## config.mk

```make
export PLATFORM = sky130hd
export DESIGN_NAME = lcd_sequencer_flat
export DESIGN_NICKNAME = d
export VERILOG_FILES = /design/src/rtl/lcd_sequencer_if.sv /design/src/rtl/lcd_sequencer.sv /design/src/flat_wrapper.sv
export SDC_FILE = /design/constraint.sdc
export NUM_CORES = 1
export LEC_CHECK = 0
export ABC_CLOCK_PERIOD_IN_PS = 4100
export BUFFER_PORTS_ARGS = -buffer_cell sky130_fd_sc_hd__buf_2
export CORE_MARGIN = 4
export CORE_UTILIZATION = 63
export CTS_CLUSTER_DIAMETER = 200
export DETAILED_ROUTE_END_ITERATION = 6
export PLACE_DENSITY = 0.8
export RECOVER_POWER = 100
export SYNTH_ARGS = -nofsm -noshare
export SYNTH_HDL_FRONTEND = slang
export SYNTH_SLANG_ARGS = --single-unit
```

## constraint.sdc

```tcl
create_clock -name clock -period 4.1 [get_ports clock]
set_input_delay 0.205 -clock clock [delete_from_list [all_inputs] [get_ports clock]]
set_output_delay 0.205 -clock clock [all_outputs]
set_load 0.02 [all_outputs]
```

## src/rtl/lcd_sequencer_if.sv

```systemverilog
// lcd_sequencer_if
//   Bundles the host-side buffer/refresh signals and the handshake towards
//   the character-LCD write controller into one connection.
//   Signals:
//     char_wr_en, char_addr[4:0], char_data[7:0]  host buffer write
//     refresh                                     one-cycle re-stream request
//     busy, init_done                             sequencer status
//     ctrl_data[7:0], ctrl_rs, ctrl_write_start   transaction to LCD controller
//     ctrl_done                                   lcd_done from LCD controller
//   The slave modport is the sequencer's view; master is the environment's view.
interface lcd_sequencer_if;
  logic       char_wr_en;
  logic [4:0] char_addr;
  logic [7:0] char_data;
  logic       refresh;
  logic       busy;
  logic       init_done;
  logic [7:0] ctrl_data;
  logic       ctrl_rs;
  logic       ctrl_write_start;
  logic       ctrl_done;

  modport slave (
    input  char_wr_en, char_addr, char_data, refresh, ctrl_done,
    output busy, init_done, ctrl_data, ctrl_rs, ctrl_write_start
  );

  modport master (
    output char_wr_en, char_addr, char_data, refresh, ctrl_done,
    input  busy, init_done, ctrl_data, ctrl_rs, ctrl_write_start
  );
endinterface

```

## src/rtl/lcd_sequencer.sv

```systemverilog
// lcd_sequencer
//   Command/character sequencer in front of a 16x2 HD44780 write controller.
//   Holds a 32-byte display buffer written by the host, runs the power-up
//   init command list once after reset, then streams both display lines.
//   A refresh re-streams the buffer (steps 4..37) without repeating init.
//   Ports:
//     clock   in  system clock
//     reset   in  synchronous, active-low reset
//     bus     lcd_sequencer_if.slave: host buffer writes, refresh, status,
//             and the data/rs/write_start/done handshake to the controller
module lcd_sequencer #(
  parameter int unsigned POWERUP_DELAY = 750000,
  parameter int unsigned CMD_DELAY     = 2000,
  parameter int unsigned CLEAR_DELAY   = 82000
) (
  input  logic            clock,
  input  logic            reset,
  lcd_sequencer_if.slave  bus
);

  typedef enum logic [2:0] {
    POWERUP, LOAD, STROBE, ACK_LOW, ACK_HIGH, DELAY, IDLE
  } state_e;

  localparam logic [19:0] POWERUP_LAST = 20'(POWERUP_DELAY - 1);
  localparam logic [19:0] CMD_LAST     = 20'(CMD_DELAY - 1);
  localparam logic [19:0] CLEAR_LAST   = 20'(CLEAR_DELAY - 1);

  logic [7:0]  buf_q [32];
  state_e      state_q, state_d;
  logic [19:0] cnt_q, cnt_d;
  logic [5:0]  step_q, step_d;
  logic        pend_q, pend_d;
  logic [7:0]  data_q, data_d;
  logic        rs_q, rs_d;
  logic        ws_q, ws_d;
  logic        initDone_q, initDone_d;

  logic [7:0]  stepData;
  logic        stepRs;
  logic [4:0]  bufIdx;

  // Display buffer; host writes land in any state. A write in the same
  // cycle as the LOAD reading that entry sends the old value.
  always_ff @(posedge clock) begin
    if (!reset) begin
      for (int i = 0; i < 32; i++) buf_q[i] <= 8'h20;
    end else if (bus.char_wr_en) begin
      buf_q[bus.char_addr] <= bus.char_data;
    end
  end

  // Step list: 4 init commands, line-1 address + 16 chars,
  // line-2 address + 16 chars.
  always_comb begin
    stepData = 8'h00;
    stepRs   = 1'b0;
    bufIdx   = 5'd0;
    if (step_q < 6'd4) begin
      case (step_q[1:0])
        2'd0:    stepData = 8'h38;
        2'd1:    stepData = 8'h0C;
        2'd2:    stepData = 8'h01;
        default: stepData = 8'h06;
      endcase
    end else if (step_q == 6'd4) begin
      stepData = 8'h80;
    end else if (step_q <= 6'd20) begin
      bufIdx   = 5'(step_q - 6'd5);
      stepData = buf_q[bufIdx];
      stepRs   = 1'b1;
    end else if (step_q == 6'd21) begin
      stepData = 8'hC0;
    end else begin
      bufIdx   = 5'(step_q - 6'd6);
      stepData = buf_q[bufIdx];
      stepRs   = 1'b1;
    end
  end

  // Next-state logic. The delay counter restarts at zero on every state
  // entry; refresh requests arriving while busy merge into one pending flag.
  always_comb begin
    state_d    = state_q;
    cnt_d      = cnt_q + 20'd1;
    step_d     = step_q;
    pend_d     = pend_q | bus.refresh;
    data_d     = data_q;
    rs_d       = rs_q;
    ws_d       = ws_q;
    initDone_d = initDone_q;
    case (state_q)
      POWERUP: begin
        if (cnt_q == POWERUP_LAST) begin
          state_d = LOAD;
          cnt_d   = 20'd0;
          step_d  = 6'd0;
        end
      end
      LOAD: begin
        data_d  = stepData;
        rs_d    = stepRs;
        ws_d    = 1'b1;
        state_d = STROBE;
        cnt_d   = 20'd0;
      end
      STROBE: begin
        // write_start was raised on entry; drop it after two cycles
        if (cnt_q == 20'd1) begin
          ws_d    = 1'b0;
          state_d = ACK_LOW;
          cnt_d   = 20'd0;
        end
      end
      ACK_LOW: begin
        // a done level still high from the previous byte must not count
        if (!bus.ctrl_done) begin
          state_d = ACK_HIGH;
          cnt_d   = 20'd0;
        end
      end
      ACK_HIGH: begin
        if (bus.ctrl_done) begin
          state_d = DELAY;
          cnt_d   = 20'd0;
        end
      end
      DELAY: begin
        if (cnt_q == ((step_q == 6'd2) ? CLEAR_LAST : CMD_LAST)) begin
          cnt_d = 20'd0;
          if (step_q == 6'd3) initDone_d = 1'b1;
          if (step_q == 6'd37) begin
            state_d = IDLE;
          end else begin
            step_d  = step_q + 6'd1;
            state_d = LOAD;
          end
        end
      end
      IDLE: begin
        cnt_d = 20'd0;
        if (bus.refresh || pend_q) begin
          pend_d  = 1'b0;
          step_d  = 6'd4;
          state_d = LOAD;
        end
      end
      default: begin
        state_d = POWERUP;
        cnt_d   = 20'd0;
      end
    endcase
  end

  // State and registered outputs.
  always_ff @(posedge clock) begin
    if (!reset) begin
      state_q    <= POWERUP;
      cnt_q      <= 20'd0;
      step_q     <= 6'd0;
      pend_q     <= 1'b0;
      data_q     <= 8'h00;
      rs_q       <= 1'b0;
      ws_q       <= 1'b0;
      initDone_q <= 1'b0;
    end else begin
      state_q    <= state_d;
      cnt_q      <= cnt_d;
      step_q     <= step_d;
      pend_q     <= pend_d;
      data_q     <= data_d;
      rs_q       <= rs_d;
      ws_q       <= ws_d;
      initDone_q <= initDone_d;
    end
  end

  assign bus.busy             = (state_q != IDLE);
  assign bus.init_done        = initDone_q;
  assign bus.ctrl_data        = data_q;
  assign bus.ctrl_rs          = rs_q;
  assign bus.ctrl_write_start = ws_q;

endmodule

```

## src/flat_wrapper.sv

```systemverilog
// flat-port wrapper written by rule: the top's interface ports become plain ports
module lcd_sequencer_flat 
#(
  parameter int unsigned POWERUP_DELAY = 750000,
  parameter int unsigned CMD_DELAY     = 2000,
  parameter int unsigned CLEAR_DELAY   = 82000
)
  (clock, reset, bus_char_wr_en, bus_char_addr, bus_char_data, bus_refresh, bus_ctrl_done, bus_busy, bus_init_done, bus_ctrl_data, bus_ctrl_rs, bus_ctrl_write_start);
  lcd_sequencer_if bus_i ();
  input  logic clock;
  input  logic reset;
  input wire logic [$bits(bus_i.char_wr_en)-1:0] bus_char_wr_en;
  input wire logic [$bits(bus_i.char_addr)-1:0] bus_char_addr;
  input wire logic [$bits(bus_i.char_data)-1:0] bus_char_data;
  input wire logic [$bits(bus_i.refresh)-1:0] bus_refresh;
  input wire logic [$bits(bus_i.ctrl_done)-1:0] bus_ctrl_done;
  output wire logic [$bits(bus_i.busy)-1:0] bus_busy;
  output wire logic [$bits(bus_i.init_done)-1:0] bus_init_done;
  output wire logic [$bits(bus_i.ctrl_data)-1:0] bus_ctrl_data;
  output wire logic [$bits(bus_i.ctrl_rs)-1:0] bus_ctrl_rs;
  output wire logic [$bits(bus_i.ctrl_write_start)-1:0] bus_ctrl_write_start;
  assign bus_i.char_wr_en = bus_char_wr_en;
  assign bus_i.char_addr = bus_char_addr;
  assign bus_i.char_data = bus_char_data;
  assign bus_i.refresh = bus_refresh;
  assign bus_i.ctrl_done = bus_ctrl_done;
  assign bus_busy = bus_i.busy;
  assign bus_init_done = bus_i.init_done;
  assign bus_ctrl_data = bus_i.ctrl_data;
  assign bus_ctrl_rs = bus_i.ctrl_rs;
  assign bus_ctrl_write_start = bus_i.ctrl_write_start;
  lcd_sequencer #(.POWERUP_DELAY(POWERUP_DELAY), .CMD_DELAY(CMD_DELAY), .CLEAR_DELAY(CLEAR_DELAY)) u_core (.clock(clock), .reset(reset), .bus(bus_i));
endmodule
```

# After elaboration in Yosys (flattened, before gate mapping)
# Memories as Yosys holds them, arrays and structs flattened.
# Cells that the tools add are included.
[totals]
ramBits = 256
elab_cells = 90
register_bits = 41
input_bits = 18
output_inout_bits = 12
mem_count = 1
[mem_list]
columns = ["memory", "words", "width", "rd", "rd_clocked_by_memory_dff", "write_ports", "line_no", "source"]
rows = [
  ["u_core.buf_q", 32, 8, 2, 0, 32, "lcd_sequencer.sv:29", "logic [7:0] buf_q [32];"],
]
[classes]
bitwise_logic = 1
n_lt_le_gt_ge = 2
muxes = 40
add_sub_neg = 4
n_eq_ne = 24
n_reduce_logical = 10
[ops]
columns = ["operator", "count"]
rows = [
  ["20-bit 2-to-1 mux", 5],
  ["20-bit case mux with 5 select lines", 1],
  ["8-bit 2-to-1 mux", 5],
  ["6-bit case mux with 3 select lines", 2],
  ["6-bit 2-to-1 mux", 4],
  ["3-bit 2-to-1 mux", 7],
  ["3-bit case mux with 7 select lines", 1],
  ["20-bit by 1-bit adder with 20-bit output (second input constant)", 1],
  ["20-bit by 1-bit == test with 1-bit output (second input constant)", 1],
  ["20-bit == test", 1],
  ["20-bit == test (second input constant)", 1],
  ["17-bit 2-to-1 mux", 1],
  ["6-bit by 2-bit == test with 1-bit output (second input constant)", 2],
  ["1-bit 2-to-1 mux", 12],
  ["5-bit by 3-bit subtractor with 5-bit output (second input constant)", 2],
  ["3-bit == test (second input constant)", 3],
  ["2-bit by 1-bit inequality test with 1-bit output (second input constant)", 4],
  ["8-bit OR reduction", 1],
  ["6-bit by 1-bit adder with 6-bit output (second input constant)", 1],
  ["3-bit by 2-bit == test with 1-bit output (second input constant)", 2],
  ["6-bit by 3-bit == test with 1-bit output (second input constant)", 1],
  ["6-bit by 5-bit == test with 1-bit output (second input constant)", 1],
  ["6-bit == test (second input constant)", 1],
  ["6-bit by 5-bit less-or-equal comparator with 1-bit output (second input constant)", 1],
  ["18 further kinds", 20],
]

# Depth between registers and ports, before layout
# An unclocked memory read counts as a cell.
[depth]
word_depth = 6
depth_mapped = 13
depth_no_buf = 9

# Worst setup path after synthesis
# Ideal clock, no wire load.
[synth_path]
path_kind = "reg2reg"
startpoint = "register u_core.step_q[0]"
endpoint = "register u_core.data_q[3], in the netlist u_core.bus.ctrl_data[3]"
path_slack_ns = 0.759
setup_ns = 0.117
stages_incl_launch_ff = 13
arrival_time_ns = 3.224
period_less_slack_ns = 3.341
required_time_ns = 3.983
n_path_buf = 5
path_cell_list = "dfxtp_1 -> buf_2 -> buf_2 -> inv_1 -> ha_1 -> buf_2 -> buf_4 -> buf_2 -> mux4_2 -> mux2i_1 -> o221ai_1 -> a31oi_1 -> nor2_1"
[synth_between]
elab_chain_len = 6
word_cells_on_any_way = 15
cone_classes = "2 x add/sub; 2 x order compare; 4 x eq/ne; 5 x mux; 1 x reduce/logical; 1 x memory"
[synth_lines]
columns = ["element", "line_no", "source"]
rows = [
  ["start: declaration", "lcd_sequencer.sv:32", "logic [5:0] step_q, step_d;"],
  ["start signal: assignment", "lcd_sequencer.sv:169", "step_q <= step_d;"],
  ["5-bit by 3-bit subtractor with 5-bit output", "lcd_sequencer.sv:75", "bufIdx = 5'(step_q - 6'd6);"],
  ["memory 32 x 8 bit", "--", ""],
  ["8-bit 2-to-1 mux", "lcd_sequencer.sv:72", "end else if (step_q == 6'd21) begin"],
  ["8-bit 2-to-1 mux", "lcd_sequencer.sv:68", "end else if (step_q <= 6'd20) begin"],
  ["8-bit 2-to-1 mux", "lcd_sequencer.sv:66", "end else if (step_q == 6'd4) begin"],
  ["8-bit 2-to-1 mux *", "lcd_sequencer.sv:59", "if (step_q < 6'd4) begin"],
  ["end signal: assignment", "lcd_sequencer.sv:171", "data_q <= data_d;"],
  ["end: declaration", "lcd_sequencer.sv:34", "logic [7:0] data_q, data_d;"],
]
# Mark *: on every way between the ends. The rest lies on a longest branch, timed or not.
# A chain may end at the register's enable or synchronous reset.

# Final worst setup path
[layout_path]
startpoint = "register u_core.step_q[1]"
endpoint = "register u_core.data_q[7], in the netlist u_core.bus.ctrl_data[7]"
# The elaborated chain is that of the path after synthesis.

==> run_results.csv <==
group,metric,value,unit
finish,drive_gt1_share,15.0,%
route,drtIter0Drc,1368,
route,drt-total-wl,36800,um
worst_setup_path,max_stage_delay,570,ps
timing,finalCritPeriodShare,78.0,%
yosys,ys_seq_area_share,55.3,%
yosys,netlist_top_cells_area,"edfxtp_1, mux4_2, and2_1",
route,route.met2.wl,17900,um
yosys,synth_warnings,0,
run,maxCapViolations,1,
min_path,worstHoldPathType,"primary input to register",
timing,tightest_slew,1510,ps
finish,fillers,1619,
route,num_vias,10200,
run_status,violations,"max-capacitance violations, max-slew violations",
clocking,cts.sinks,297,
timing,worst_clock_skew,16.6,ps
placed_design,post-dp-hpwl,24600,um
clocking,cts_buffers,31,
clocking,path_clk_slew,60,ps
grt,grt_start_max_net_pins,105,
route,wl_met1,14300,um
power,power_density,385,nW/um2
clocking,postCtsResizedCells,0,
yosys,synthFlopType,"edfxtp_1",
worst_setup_path,cp-start-kind,"register",
route,vias_per_cell,6.53,
yosys,synthArstFlopShare,0,%
worst_setup_path,cp_cell_sequence,"inv_1, ha_2, clkbuf_2, mux4_2, mux2i_1, a21oi_1, o221ai_1, a211o_1, o211ai_1",
yosys,synth_top_area_cell,"edfxtp_1",
yosys,yosys.cell_types.count,60,
worst_setup_path,required,4540,ps
route,dr_wl_met3,3290,um
worst_setup_path,endpoint_kind,"register",
clocking,holdBufCountCts,0,
timing,relSlewSlack,-0.655,%
floorplanning,core-area,23800,um2
timing,timing_hold_violations_final,0,
grt,overflow,0,
clocking,cts_tree,"built",
route,postRouteAntennaNets,0,
clocking,cts_buffer_depth,3,
timing,slew_violations,56,
route,routed.top_layer,"met4",
yosys,syn-cell-area,15400,um2
worst_setup_path,crit_fanout,20,
floorplanning,initial_utilization,64.8,%
timing,fin_crit,3200,ps
run_status,status,"finished with violations",
floorplanning,row_count,56,
grt,antenna_found_initial,0,
power,irDropWorstVdd,0.413,mV
timing,fin_setup_tns,0,ps
power,power,6410,uW
clocking,htree_num_levels,1,
finish,num_antenna_cells,0,
floorplanning,die_area,27000,um2
yosys,ys_ff_latch,297,
finish,nets,1244,
yosys,postSynthCellCount,1224,
grt,grt_usage,28.2,%
route,drt_pre_antenna_iters,5,
placed_design,port_buffers,29,
finish,multi_input_area,6470,um2
worst_setup_path,arrival,3640,ps
route,avgRoutedWirePerCell,23.6,um
yosys,syn_nets,1250,
grt,grt_pass1_vias,10200,
clocking,cts-root-buf,"clkbuf_16",
worst_setup_path,crit_path_top_delay_cell,"mux4_2",
floorplanning,dieHeight,164,um
clocking,postCtsSetupBuffers,0,
finish,regArea,8510,um2
timing,setup_violations,0,
placed_design,place_congestion,0.959,
yosys,syn_avg_cell_area,12.6,um2
worst_setup_path,crit_type,"register to register",
timing,grt_setup_unrepaired,"false",
grt,grt_pass1_wl,58000,um
finish,syn_to_final_growth,8.12,%
floorplanning,die_width,164,um
route,drc,0,
yosys,synth_top_area_share,50.0,%
floorplanning,io_pins,30,
power,p_leak,0.00538,uW
yosys,synth_edf_count,256,
timing,fmax,313,MHz
clocking,clk-insertion-delay-late,570,ps
critical path: cells and delay by family (launching register included):
family / cells / cell delay (ps)
flops: 1 / 540
buf+inv: 2 / 670
mux: 2 / 830
compound gates: 4 / 500
fa+ha+maj: 1 / 520
layer usage:
layer  up-vias  global-route usage, %
li1       4508                      -
met1      5046                   39.1
met5         -                      0
met3        91                   4.19
met2       521                   46.2
met4         0                   10.0
logic make-up (layout without fill, tap and decap cells):
kind of cell | count (synthesis) | count (layout) | share of synthesized area [%]
flops | 297 | 297 | 55.3
mux | 113 | 113 | 15.5
compound gates | 129 | 129 | 5.16
simple gates | 545 | 545 | 19.1
xor+xnor | 27 | 27 | 1.54
buf+inv | 105 | 119 | 2.72
fa+ha+maj | 8 | 8 | 0.651
synth_stat cells (5+ instances only):
| library cell | number |
|---|---|
| and2_1 | 228 |
| nor2b_1 | 8 |
| nand2_1 | 103 |
| mux4_2 | 100 |
| buf_2 | 16 |
| nand4_1 | 14 |
| edfxtp_1 | 256 |
| clkbuf_1 | 78 |
| and3_1 | 9 |
| a21oi_1 | 31 |
| nand3_1 | 29 |
| or3_1 | 36 |
| xnor2_1 | 11 |
| o21ai_0 | 49 |
| nand3b_1 | 5 |
| a31oi_1 | 11 |
| xor2_1 | 16 |
| inv_1 | 7 |
| ha_1 | 8 |
| nor2_1 | 86 |
| dfxtp_1 | 41 |
| nor3_1 | 9 |
| mux2i_1 | 11 |
where the power goes:
group          internal (uW)  leakage [uW]  switching, uW
logic                    104       0.00212            190
registers               3420       0.00278           70.9
clock network           1500      0.000471           1120
total                   5030       0.00538           1380
worst paths after layout:
path	start	to	slack, ps	depth (start not counted)
min	bus_refresh	u_core.pend_q	30	3
max reg2reg	u_core.step_q[1]	u_core.bus.ctrl_data[7]	900	9
max	u_core.step_q[1]	u_core.bus.ctrl_data[7]	900	9
min reg2reg	u_core.cnt_q[0]	u_core.cnt_q[0]	470	1
placed cells by master, fill, tap and decap left out, types with 7 or more instances in the layout:
cell type / n
a21oi_1: 31
a31oi_1: 11
and2_0: 157
and2_1: 71
and3_1: 9
buf_2: 15
buf_4: 9
clkbuf_1: 38
clkbuf_16: 32
dfxtp_1: 40
edfxtp_1: 256
ha_1: 7
inv_1: 7
mux2i_1: 11
mux4_2: 100
nand2_1: 103
nand3_1: 29
nand4_1: 14
nor2_1: 86
nor2b_1: 8
nor3_1: 9
o21ai_0: 49
or3_1: 36
xnor2_1: 10
xor2_1: 15
through the flow:
| step | area [um2] | setup WS (ps) | utilization, % | hold WS, ps | std cells |
|---|---|---|---|---|---|
| finish | 16600 | 903 | 70.0 | 29.1 | 1557 |
| global route | 16600 | 672 | 70.0 | 44.0 | 1557 |
| CTS | 16700 | 1090 | 70.5 | 8.38 | 1557 |
| detailed placement | 15800 | 1120 | 66.5 | 456 | 1504 |
| global placement | 15800 | 1170 | 66.5 | 444 | 1504 |
| floorplan | 15400 | 759 | - | 385 | 1224 |
registers in the layout, indices dropped and copies added, names as in the netlist:
name	flops
u_core.pend_q	1
u_core.state_q	3
u_core.bus.ctrl_data	8
u_core.buf_q	256
u_core.cnt_q	20
u_core.bus.ctrl_write_start	1
u_core.step_q	6
u_core.bus.init_done	1
u_core.bus.ctrl_rs	1
layout make-up:
type                       instances  share of cell area, %
clock inverter                     7                  0.226
clock buffer                      46                   5.40
sequential                       297                   51.2
timing repair buffer              59                   1.76
inverter                           7                  0.158
tap                              319                   2.40
multi-input combinational        822                   38.9
No activity file was read; power rests on OpenSTA's default activity.
